<file path="src/rtl/dmem_pkg.sv">
// Shared types and helpers for the data-memory responder.
// Latency: none (types, constants and pure functions only).
// Backpressure: n/a.
// Contents: FSM state enum, default address window, strobe/index/alignment helpers.
package dmem_pkg;

  typedef enum logic [1:0] {
    IDLE  = 2'd0,
    ISSUE = 2'd1,
    WAIT  = 2'd2,
    RESP  = 2'd3
  } state_e;

  localparam logic [63:0] DMEM_BASE_ADDR = 64'h8000_0000;
  localparam logic [63:0] DMEM_RAM_BYTES = 64'h0800_0000;

  // Expand each byte strobe into a full byte of write mask.
  function automatic logic [63:0] wstrb_to_mask(input logic [7:0] wstrb);
    logic [63:0] mask;
    mask = '0;
    for (int i = 0; i < 8; i++) begin
      mask[8*i +: 8] = {8{wstrb[i]}};
    end
    return mask;
  endfunction

  // Word index: offset from the window base, modulo 2^64, bits [30:3].
  function automatic logic [27:0] addr_to_idx(input logic [63:0] addr,
                                              input logic [63:0] base);
    return 28'((addr - base) >> 3);
  endfunction

  // True when the low address bits are not aligned to 2^size bytes.
  // Sizes above 3 are reported as misaligned.
  function automatic logic misaligned(input logic [2:0] addr_lo,
                                      input logic [2:0] size);
    logic bad;
    case (size)
      3'd0:    bad = 1'b0;
      3'd1:    bad = addr_lo[0];
      3'd2:    bad = |addr_lo[1:0];
      3'd3:    bad = |addr_lo[2:0];
      default: bad = 1'b1;
    endcase
    return bad;
  endfunction

endpackage

</file>
<file path="src/rtl/dmem_responder.sv">
// Memory-side responder: registers one data-port command, drives a word-indexed RAM port,
// returns read data LATENCY cycles after the RAM issue (read accepted at T -> rsp at T+1+LATENCY).
// Backpressure: cmd_ready only in IDLE, one command outstanding; writes occupy 2 cycles, no rsp.
// Ports: clock/reset (sync, active-high); cmd_* valid/ready command in; rsp_* single-cycle
//   read response out; ram_* enable/index/write port out plus combinational ram_rdata in.
// Optional: DMEM_RANGE_CHECK_EN enables window/size/alignment checking with error responses.
module dmem_responder
  import dmem_pkg::*;
#(
  parameter logic [63:0] BASE_ADDR = DMEM_BASE_ADDR,
  parameter logic [63:0] RAM_BYTES = DMEM_RAM_BYTES,
  parameter int          LATENCY   = 1
) (
  input  logic        clock,
  input  logic        reset,
  input  logic        cmd_valid,
  output logic        cmd_ready,
  input  logic [63:0] cmd_payload_addr,
  input  logic        cmd_payload_wen,
  input  logic [63:0] cmd_payload_wdata,
  input  logic [7:0]  cmd_payload_wstrb,
  input  logic [2:0]  cmd_payload_size,
  output logic        rsp_valid,
  output logic [63:0] rsp_payload_data,
  output logic        rsp_payload_error,
  output logic        ram_en,
  output logic [27:0] ram_idx,
  input  logic [63:0] ram_rdata,
  output logic        ram_wen,
  output logic [63:0] ram_wdata,
  output logic [63:0] ram_wmask
);

  state_e      state_q, state_d;
  logic [3:0]  cnt_q, cnt_d;

  logic [63:0] addr_q;
  logic        wen_q;
  logic [63:0] wdata_q;
  logic [7:0]  wstrb_q;
  logic [2:0]  size_q;

  logic [63:0] data_q;      // read data captured at ISSUE
  logic        err_q;       // error status captured at ISSUE
  logic [63:0] rsp_data_q;  // presented data, only updated when a response fires
  logic        rsp_err_q;

  logic        acc_err;
  logic [63:0] rdata_fresh;

`ifdef DMEM_RANGE_CHECK_EN
  logic [63:0] offset;
  assign offset  = addr_q - BASE_ADDR;
  assign acc_err = (addr_q < BASE_ADDR) || (offset >= RAM_BYTES) ||
                   misaligned(addr_q[2:0], size_q);
`else
  // No checking: the index simply wraps within its 28-bit field.
  logic unused_size;
  assign unused_size = ^size_q;
  assign acc_err     = 1'b0;
`endif

  // Errored reads return zero instead of whatever the RAM port shows.
  assign rdata_fresh = acc_err ? 64'h0 : ram_rdata;

  // ---------------------------------------------------------------
  // State register (with latency counter)
  // ---------------------------------------------------------------
  always_ff @(posedge clock) begin
    if (reset) begin
      state_q <= IDLE;
      cnt_q   <= 4'd0;
    end else begin
      state_q <= state_d;
      cnt_q   <= cnt_d;
    end
  end

  // ---------------------------------------------------------------
  // Next-state logic
  // ---------------------------------------------------------------
  always_comb begin
    state_d = state_q;
    cnt_d   = cnt_q;
    case (state_q)
      IDLE: begin
        if (cmd_valid) state_d = ISSUE;
      end
      ISSUE: begin
        if (wen_q) begin
          state_d = IDLE;
        end else if (LATENCY == 1) begin
          state_d = RESP;
        end else begin
          // WAIT lasts LATENCY-1 cycles: counts LATENCY-2 down to 0.
          state_d = WAIT;
          cnt_d   = 4'(LATENCY - 2);
        end
      end
      WAIT: begin
        if (cnt_q == 4'd0) state_d = RESP;
        else               cnt_d   = cnt_q - 4'd1;
      end
      RESP: begin
        state_d = IDLE;
      end
      default: begin
        state_d = IDLE;
      end
    endcase
  end

  // ---------------------------------------------------------------
  // Output logic
  // ---------------------------------------------------------------
  logic issue_ok;
  always_comb begin
    issue_ok          = (state_q == ISSUE) && !acc_err;
    cmd_ready         = (state_q == IDLE);
    rsp_valid         = (state_q == RESP);
    ram_en            = issue_ok;
    // Reset gates the write strobe so a reset landing on ISSUE never commits.
    ram_wen           = issue_ok && wen_q && !reset;
    ram_wmask         = (issue_ok && wen_q) ? wstrb_to_mask(wstrb_q) : 64'h0;
    ram_wdata         = wdata_q;
    ram_idx           = addr_to_idx(addr_q, BASE_ADDR);
    rsp_payload_data  = rsp_data_q;
    rsp_payload_error = rsp_err_q;
  end

  // ---------------------------------------------------------------
  // Command and response data registers
  // ---------------------------------------------------------------
  always_ff @(posedge clock) begin
    if (reset) begin
      addr_q     <= 64'h0;
      wen_q      <= 1'b0;
      wdata_q    <= 64'h0;
      wstrb_q    <= 8'h0;
      size_q     <= 3'h0;
      data_q     <= 64'h0;
      err_q      <= 1'b0;
      rsp_data_q <= 64'h0;
      rsp_err_q  <= 1'b0;
    end else begin
      if (state_q == IDLE && cmd_valid) begin
        addr_q  <= cmd_payload_addr;
        wen_q   <= cmd_payload_wen;
        wdata_q <= cmd_payload_wdata;
        wstrb_q <= cmd_payload_wstrb;
        size_q  <= cmd_payload_size;
      end
      if (state_q == ISSUE && !wen_q) begin
        data_q <= rdata_fresh;
        err_q  <= acc_err;
      end
      // With LATENCY=1 RESP follows ISSUE directly, so bypass the capture register.
      if (state_d == RESP) begin
        rsp_data_q <= (state_q == ISSUE) ? rdata_fresh : data_q;
        rsp_err_q  <= (state_q == ISSUE) ? acc_err     : err_q;
      end
    end
  end

endmodule

</file>
<file path="config.mk">
export PLATFORM = sky130hd
export DESIGN_NAME = dmem_responder
export DESIGN_NICKNAME = d
export VERILOG_FILES = /design/src/rtl/dmem_pkg.sv /design/src/rtl/dmem_responder.sv
export SDC_FILE = /design/constraint.sdc
export NUM_CORES = 1
export LEC_CHECK = 0
export CAP_MARGIN = 25
export CORE_AREA = 4 4 170 172
export DETAILED_ROUTE_END_ITERATION = 8
export DIE_AREA = 0 0 174 176
export GPL_TIMING_DRIVEN = 0
export HOLD_SLACK_MARGIN = 0.08
export PLACE_DENSITY = 0.74
export REMOVE_ABC_BUFFERS = 1
export SETUP_SLACK_MARGIN = 0.1
export SLEW_MARGIN = 20
export SYNTH_ARGS = -nofsm -noshare
export SYNTH_HDL_FRONTEND = slang
export SYNTH_SLANG_ARGS = --single-unit
export TNS_END_PERCENT = 1
</file>
<file path="constraint.sdc">
create_clock -name clock -period 3.35 [get_ports clock]
set_input_delay 0.5025 -clock clock [delete_from_list [all_inputs] [get_ports clock]]
set_output_delay 0.5025 -clock clock [all_outputs]
set_load 0.01 [all_outputs]
</file>
==> Word level (Yosys, flattened, before mapping) <==
Cells that the tools add are included.
{ "totals": {"register_bits": 238, "inputBits": 207, "output_inout_bits": 225, "elab_cells": 30} }
{ "op_classes": {"add_sub_neg": 2, "eq_ne": 4, "mux": 6, "bitwise_logic": 1, "reduce_logical": 9} }
{ "ops": {"columns": ["op", "count"], "rows": [
  ["$mux 64", 2],
  ["$sub 31x1->31 const B", 1],
  ["$pmux 2 s4", 1],
  ["$eq 2x2->1 const B", 3],
  ["$mux 2", 3],
  ["$logic_and 1x1->1", 4],
  ["$logic_not 4->1", 1],
  ["$sub 4x1->4 const B", 1],
  ["$eq 2x1->1 const B", 1],
  ["$logic_not 1->1", 2],
  ["$logic_not 2->1", 1],
  ["$reduce_and 2->1", 1],
  ["$not 1->1", 1]
]} }

==> Logic depth before layout (Yosys ltp) <==
Gate-level depths: netlist of the first run.
{ "logic_depth": {"word_depth": 4, "depth_mapped": 7, "depth_no_buf": 5} }

==> Worst setup path after synthesis of the first run <==
OpenSTA, ideal clock, no wires.
{ "synth_timing": {"path_type": "register to output", "startpoint": "reg state_q[0]", "endpoint": "out ram_wmask[10]", "arrival_time_ps": 1551, "t_required_ps": 2847, "path_slack_ps": 1296, "stages_incl_launch_ff": 6, "path_buffers": 3, "path_cell_list": "dfxtp_1 nor2b_2 buf_6 clkbuf_1 and3_1 buf_4"} }
{ "synth_via": {"elab_chain_len": 3} }
{ "synth_lines": {"columns": ["element", "line_no", "source"], "rows": [
  ["from (decl)", "dmem_responder.sv:34", "state_e state_q, state_d;"],
  ["from (signal assigned)", "dmem_responder.sv:74", "state_q <= state_d;"],
  ["$eq 2x1->1", "dmem_responder.sv:118", "issue_ok = (state_q == ISSUE) && !acc_err;"],
  ["named net ram_en", "dmem_responder.sv:26", "output logic ram_en,"],
  ["$logic_and 1x1->1", "dmem_responder.sv:124", "ram_wmask = (issue_ok && wen_q) ? wstrb_to_mask(wstrb_q) : 64'h0;"],
  ["$mux 64", "dmem_responder.sv:124", null],
  ["to (decl)", "dmem_responder.sv:31", "output logic [63:0] ram_wmask"]
]} }
The timed path passes the listed nets, and every way through them passes these cells.

==> Worst setup path in the final report of the first run <==
{ "layout_timing": {"startpoint": "reg state_q[0]", "endpoint": "out ram_wmask[10]"} }
{ "layout_via": {"elab_chain_len": 3} }
{ "layout_lines": {"columns": ["element", "line_no"], "rows": [
  ["$eq 2x1->1", "dmem_responder.sv:118"],
  ["$logic_and 1x1->1", "dmem_responder.sv:124"],
  ["$mux 64", "dmem_responder.sv:124"]
]} }
No other way between the ends.

==> results of run 1 <==
==> Yosys cell counts, types with 2 or more instances <==
library cell | number | share of area, %
a211oi_2 | 3 | 0.39
a211oi_1 | 125 | 9.7
or4_1 | 2 | 0.15
nand2_1 | 331 | 13
buf_6 | 22 | 2.6
clkbuf_1 | 35 | 1.4
a21oi_1 | 172 | 8.9
buf_2 | 38 | 2.0
nor2_1 | 2 | 0.077
nor3b_2 | 2 | 0.26
mux2i_1 | 64 | 6.6
and3_1 | 8 | 0.52
inv_1 | 3 | 0.12
buf_4 | 61 | 4.7
o21ai_0 | 3 | 0.15
dfxtp_1 | 235 | 49
==> registers in the layout (all words and copies together), names as in the netlist <==
register,flops
addr_q,28
cnt_q,4
data_q,64
ram_wdata,64
rsp_payload_data,64
state_q,2
wen_q,1
wstrb_q,8
==> power by group <==
part           switching [W]  internal [W]
sequential          0.000222       0.00320
combinational        0.00129       0.00135
clock                0.00113       0.00169
==> cells by family after synthesis <==
group	count (synthesis)	synth area share, %
AND/OR/NAND/NOR	355	14.6
AO/OA/AOI/OAI	305	19.4
flip-flops	235	48.5
buffers and inverters	160	10.8
multiplexers	64	6.61
adder cells (fa/ha/maj)	1	0.129
other	1	0.0387
==> through the flow <==
step | hold WS, ps | worst slack [ps] | cells | setup TNS, ps
2_1_floorplan | 426 | -2820 | 964 | -500120
3_3_place_gp | 439 | -7840 | 1701 | -1444090
3_5_place_dp | 444 | 288 | 1733 | 0
4_1_cts | 453 | 403 | 1783 | 0
5_1_grt | 466 | 328 | 1783 | 0
6_report | 450 | 424 | 1784 | 0
==> cells in the final DEF, fill, tap and decap left out, types with 2 or more instances in the layout <==
| cell | instances |
|---|---|
| or3b_4 | 3 |
| nor2_1 | 2 |
| nor2b_4 | 2 |
| clkinv_2 | 3 |
| a21oi_1 | 172 |
| buf_4 | 11 |
| clkdlybuf4s50_1 | 390 |
| nor3b_4 | 2 |
| clkbuf_1 | 6 |
| clkbuf_16 | 27 |
| and3_1 | 8 |
| inv_1 | 3 |
| buf_8 | 6 |
| buf_16 | 5 |
| or4_1 | 2 |
| clkbuf_8 | 10 |
| a211oi_2 | 3 |
| o21ai_0 | 3 |
| nand2_1 | 331 |
| buf_12 | 6 |
| buf_6 | 8 |
| mux2i_1 | 64 |
| dfxtp_1 | 235 |
| a211oi_1 | 125 |
==> final cells by class <==
type                       instances  area [um^2]  area share (%)
tap                              346          433            3.00
multi-input combinational        726         3980            27.6
antenna                            1         2.50          0.0174
clock buffer                      43          836            5.80
inverter                           3         11.3          0.0781
clock inverter                     4         23.8           0.165
sequential                       235         4700            32.6
timing repair buffer             426         4420            30.7
==> path summary, 6_finish.rpt <==
kind | startpoint | endpoint | slack (ps)
max reg2reg | state_q[1] | addr_q[22] | 830
min reg2reg | wstrb_q[3] | wstrb_q[3] | 450
max | state_q[0] | ram_wmask[10] | 420
min | wstrb_q[3] | wstrb_q[3] | 450
==> routing by layer <==
layer / track usage [%] / vias to the layer above / wire length (um)
met2: 32.5 / 306 / 15500
met5: 0 / - / 0
met1: 24.1 / 4203 / 12800
li1: - / 4363 / -
met3: 4.39 / 63 / 2170
met4: 6.04 / 0 / 1010
==> worst max-delay path, delay by kind of cell (launching register included) <==
kind	cells	cell delay, ps
flops	1	520
simple gates	2	720
buf+inv	1	650
==> flow_metrics.env, run 1 <==
export IMPL_outcome="finished, final reports clean"
export IMPL_worstMarginPinSlew_ps=799
export IMPL_max_freq_mhz=342
export IMPL_crit_type="reg2out"
export IMPL_htree_levels=1
export IMPL_peakVddDrop_mv=0.401
export IMPL_fp_dieArea_um2=30600
export IMPL_hpwlAfterDp_um=22000
export IMPL_cp_slowest_cell="clkdlybuf4s50_1"
export IMPL_p_leak_nw=5.09
export IMPL_clk_pin_slew_ps=60
export IMPL_worstSkewPairLatency_ps=520
export IMPL_synth_cell_types=31
export IMPL_grt_pass1_wl_um=48500
export IMPL_maxSlewHeadroom_pct=46.7
export IMPL_grt_usage_pct=19.1
export IMPL_finalHoldViolations=0
export IMPL_fillers=2501
export IMPL_grt_pass1_vias=8583
export IMPL_placed_cell_area_um2=13500
export IMPL_postLayoutCellArea_um2=14400
export IMPL_gp_congestion=0.773
export IMPL_wire_per_inst_um=17.6
export IMPL_cts_setup_buffers=3
export IMPL_yosysSeqAreaShare_pct=48.5
export IMPL_numCtsBuffers=27
export IMPL_synth_area_um2=9700
export IMPL_drt_initial_drc_count=538
export IMPL_synthArstFlopShare_pct=0
export IMPL_final_net_count=1627
export IMPL_start_util_pct=35.3
export IMPL_vias=8935
export IMPL_final_util_pct=52.5
export IMPL_critical_path_startpoint_type="flip-flop"
export IMPL_num_rows=61
export IMPL_ys_flop_type="dfxtp_1"
export IMPL_post_route_drc_count=0
export IMPL_wl_um=31400
export IMPL_max_stage_delay_ps=650
export IMPL_core_um2=27500
export IMPL_postCtsHoldBufs=0
export IMPL_grt_max_degree=121
export IMPL_synth_cells=1121
export IMPL_power_density_nw_per_um2=616
export IMPL_io_pins=432
export IMPL_finalCritPeriodShare_pct=87.4
export IMPL_cts_resized=0
export IMPL_die_x_um=174
export IMPL_die_h_um=176
export IMPL_maxSlewViolCount=0
export IMPL_antenna_found_initial=0
export IMPL_drtAntennaViolNets=0
export IMPL_holdCritPathClass="reg2reg"
export IMPL_crit_required_ps=2850
export IMPL_avgSynthCellArea_um2=8.65
export IMPL_clock_path_buffers=3
export IMPL_final_layout_size_suffix_gt1_share_pct=6.19
export IMPL_power_w=0.00889
export IMPL_crit_arrival_ps=2420
export IMPL_first_pass_iters=4
export IMPL_finClkSkew_ps=19.2
export IMPL_synth_ff_latch_count=235
export IMPL_avgViaCountPerCell=5.01
export IMPL_gr_total_overflow=0
export IMPL_synth_edf_count=0
export IMPL_endpoint_kind="output pin"
export IMPL_setup_viol=0
export IMPL_syn_to_final_growth_pct=48.7
export IMPL_crit_path_cell_trace="nor2b_4 > and3_1 > clkdlybuf4s50_1"
export IMPL_port_buffers=391
export IMPL_path_max_fanout=11
export IMPL_holdPathStages=2
export IMPL_period_minus_slack_ps=2930
export IMPL_cts_sinks=235
export IMPL_yosys_warnings=0
export IMPL_grt_setup_unrepaired="false"
export IMPL_max_cap_viol_count=0
export IMPL_r2r_cells=8
export IMPL_cts_tree="yes"
export IMPL_cts_root_buf="clkbuf_16"
Note: power is estimated with default switching activity, not from simulation.
==> run 2: changes to the inputs <==
--- a/config.mk
+++ b/config.mk
@@ -8,8 +8,8 @@
 export CAP_MARGIN = 25
-export CORE_AREA = 4 4 170 172
+export CORE_AREA = 4 4 166 168
 export DETAILED_ROUTE_END_ITERATION = 8
-export DIE_AREA = 0 0 174 176
+export DIE_AREA = 0 0 170 172
 export GPL_TIMING_DRIVEN = 0
 export HOLD_SLACK_MARGIN = 0.08
-export PLACE_DENSITY = 0.74
+export PLACE_DENSITY = 0.77
 export REMOVE_ABC_BUFFERS = 1
--- a/constraint.sdc
+++ b/constraint.sdc
@@ -3,2 +3,2 @@
 set_output_delay 0.5025 -clock clock [all_outputs]
-set_load 0.01 [all_outputs]
+set_load 0.005 [all_outputs]
==> run 2 against run 1 <==
First-iteration DRC count increased by 20%; sequential power about the same; via count grew 0.49%; worst hold slack got worse by 140 ps; die area down 4.5%; wire length is 0.21% lower; largest cell class unchanged.
==> flow_metrics.env, run 2 (synthesized netlist as in run 1, its figures left out) <==
export IMPL_placed_cell_area_um2=13500
export IMPL_io_pins=432
export IMPL_grt_max_degree=104
export IMPL_first_pass_iters=4
export IMPL_finalHoldViolations=0
export IMPL_die_h_um=172
export IMPL_post_route_drc_count=0
export IMPL_final_cell_mix="clkdlybuf4s50_1 (390), nand2_1 (331), dfxtp_1 (235), a21oi_1 (172), a211oi_1 (125)"
export IMPL_max_freq_mhz=340
export IMPL_die_x_um=170
export IMPL_power_w=0.00890
export IMPL_num_rows=59
export IMPL_crit_path_cell_trace="nor2b_4 > buf_12 > buf_12 > clkdlybuf4s50_1"
export IMPL_power_density_nw_per_um2=616
export IMPL_maxSlewHeadroom_pct=41.6
export IMPL_hpwlAfterDp_um=22100
export IMPL_dpl_cell_count=1722
export IMPL_layout_commonest_cell="clkdlybuf4s50_1"
export IMPL_cts_sinks=235
export IMPL_setup_tns_ps=0
export IMPL_grt_setup_unrepaired="false"
export IMPL_gp_congestion=0.783
export IMPL_clock_path_buffers=3
export IMPL_start_util_pct=37.4
export IMPL_crit_arrival_ps=2440
export IMPL_final_net_count=1625
export IMPL_switching_power_w=0.00252
export IMPL_grt_pass1_wl_um=47200
export IMPL_period_minus_slack_ps=2950
export IMPL_p_leak_nw=5.09
export IMPL_worstMarginPinSlew_ps=872
export IMPL_outcome="finished, final reports clean"
export IMPL_grt_pass1_vias=8561
export IMPL_endpoint_kind="output pin"
export IMPL_p_comb_share_pct=28.1
export IMPL_core_um2=25900
export IMPL_cts_resized=0
export IMPL_worstSkewPairLatency_ps=520
export IMPL_drt_initial_drc_count=645
export IMPL_htree_levels=1
export IMPL_critical_path_startpoint_type="flip-flop"
export IMPL_crit_required_ps=2850
export IMPL_cp_slowest_cell="dfxtp_1"
export IMPL_finClkSkew_ps=12.0
export IMPL_intPower_w=0.00637
export IMPL_postLayoutCellArea_um2=14400
export IMPL_finalCritPeriodShare_pct=87.9
export IMPL_vias=8979
export IMPL_numCtsBuffers=27
export IMPL_final_layout_size_suffix_gt1_share_pct=5.78
export IMPL_max_cap_viol_count=0
export IMPL_pwr_share_clk_pct=33.5
export IMPL_max_stage_delay_ps=560
export IMPL_pwr_share_seq_pct=38.4
export IMPL_swShare_pct=28.4
export IMPL_crit_family="buffers and inverters"
export IMPL_drtAntennaViolNets=0
export IMPL_fp_dieArea_um2=29200
export IMPL_grt_usage_pct=19.6
export IMPL_port_buffers=391
export IMPL_syn_to_final_growth_pct=48.8
export IMPL_path_max_fanout=20
export IMPL_holdCritPathClass="in2reg"
export IMPL_avgViaCountPerCell=5.07
export IMPL_maxSlewViolCount=0
export IMPL_cts_tree="yes"
export IMPL_crit_buf_inv=3
export IMPL_crit_top_cell="buf_12"
export IMPL_gr_total_overflow=0
export IMPL_wire_per_inst_um=17.7
export IMPL_cts_root_buf="clkbuf_16"
export IMPL_setup_viol=0
export IMPL_layout_cells_non_filler=1772
export IMPL_antenna_found_initial=2
export IMPL_fillers=2269
export IMPL_crit_type="reg2out"
export IMPL_wl_um=31300
export IMPL_clk_pin_slew_ps=60
export IMPL_peakVddDrop_mv=0.320
[run 2: changes by cell type in the layout (fill, tap and decap cells not counted), sizes merged]
cell    before  now
clkbuf      43   40
diode        1    2
bufinv       0    4
buf         36   33
nor2b        2    3
clkinv       4    3
[run 2: final timing paths]
path,startpoint,endpoint,slack (ps),cells after the start
min reg2reg,ram_wdata[26],ram_wdata[26],450,2
max reg2reg,cnt_q[0],rsp_payload_data[19],1030,7
min,reset,ram_wdata[41],310,2
max,state_q[0],ram_en,400,4
[run 2: stage by stage]
step	hold WS, ps	utilization, %	setup slack, ps
finish	307	55.7	405
global route	301	55.7	298
CTS	287	55.7	371
detailed placement	445	52.2	613
global placement	438	50.2	-7490
floorplan	426	-	-2820
[run 2: repair_timing]
action | CTS | global route
hold buffers | 0 | 0
setup endpoints to repair | 51 | 0
buffers inserted | 0 | 0
hold endpoints to repair | 0 | 0
[run 2: layout make-up]
cell class                      count  area [um^2]  area share [%]
Sequential cell                   235         4700            32.6
Timing Repair Buffer              423         4410            30.6
Multi-Input combinational cell    727         3990            27.7
Clock buffer                       40          754            5.23
Tap cell                          335          419            2.90
Clock inverter                      7          135           0.936
Inverter                            3         11.3          0.0780
Antenna cell                        2         5.00          0.0347
[run 2: per-layer routing]
metal / wire, um / GRT usage (%) / share of wire, %
met3: 2080 / 4.57 / 6.6
met5: 0 / 0 / 0
met4: 1240 / 7.85 / 4.0
met2: 15400 / 33.5 / 49
met1: 12600 / 24.0 / 40
[run 2: power groups by stage]
stage	combinational, W	sequential, W	clock (W)
2_1_floorplan	0.00112	0.00347	0
3_3_place_gp	0.00243	0.00346	0
3_5_place_dp	0.00250	0.00347	0
4_1_cts	0.00252	0.00342	0.00306
5_1_grt	0.00270	0.00346	0.00319
6_report	0.00250	0.00342	0.00298
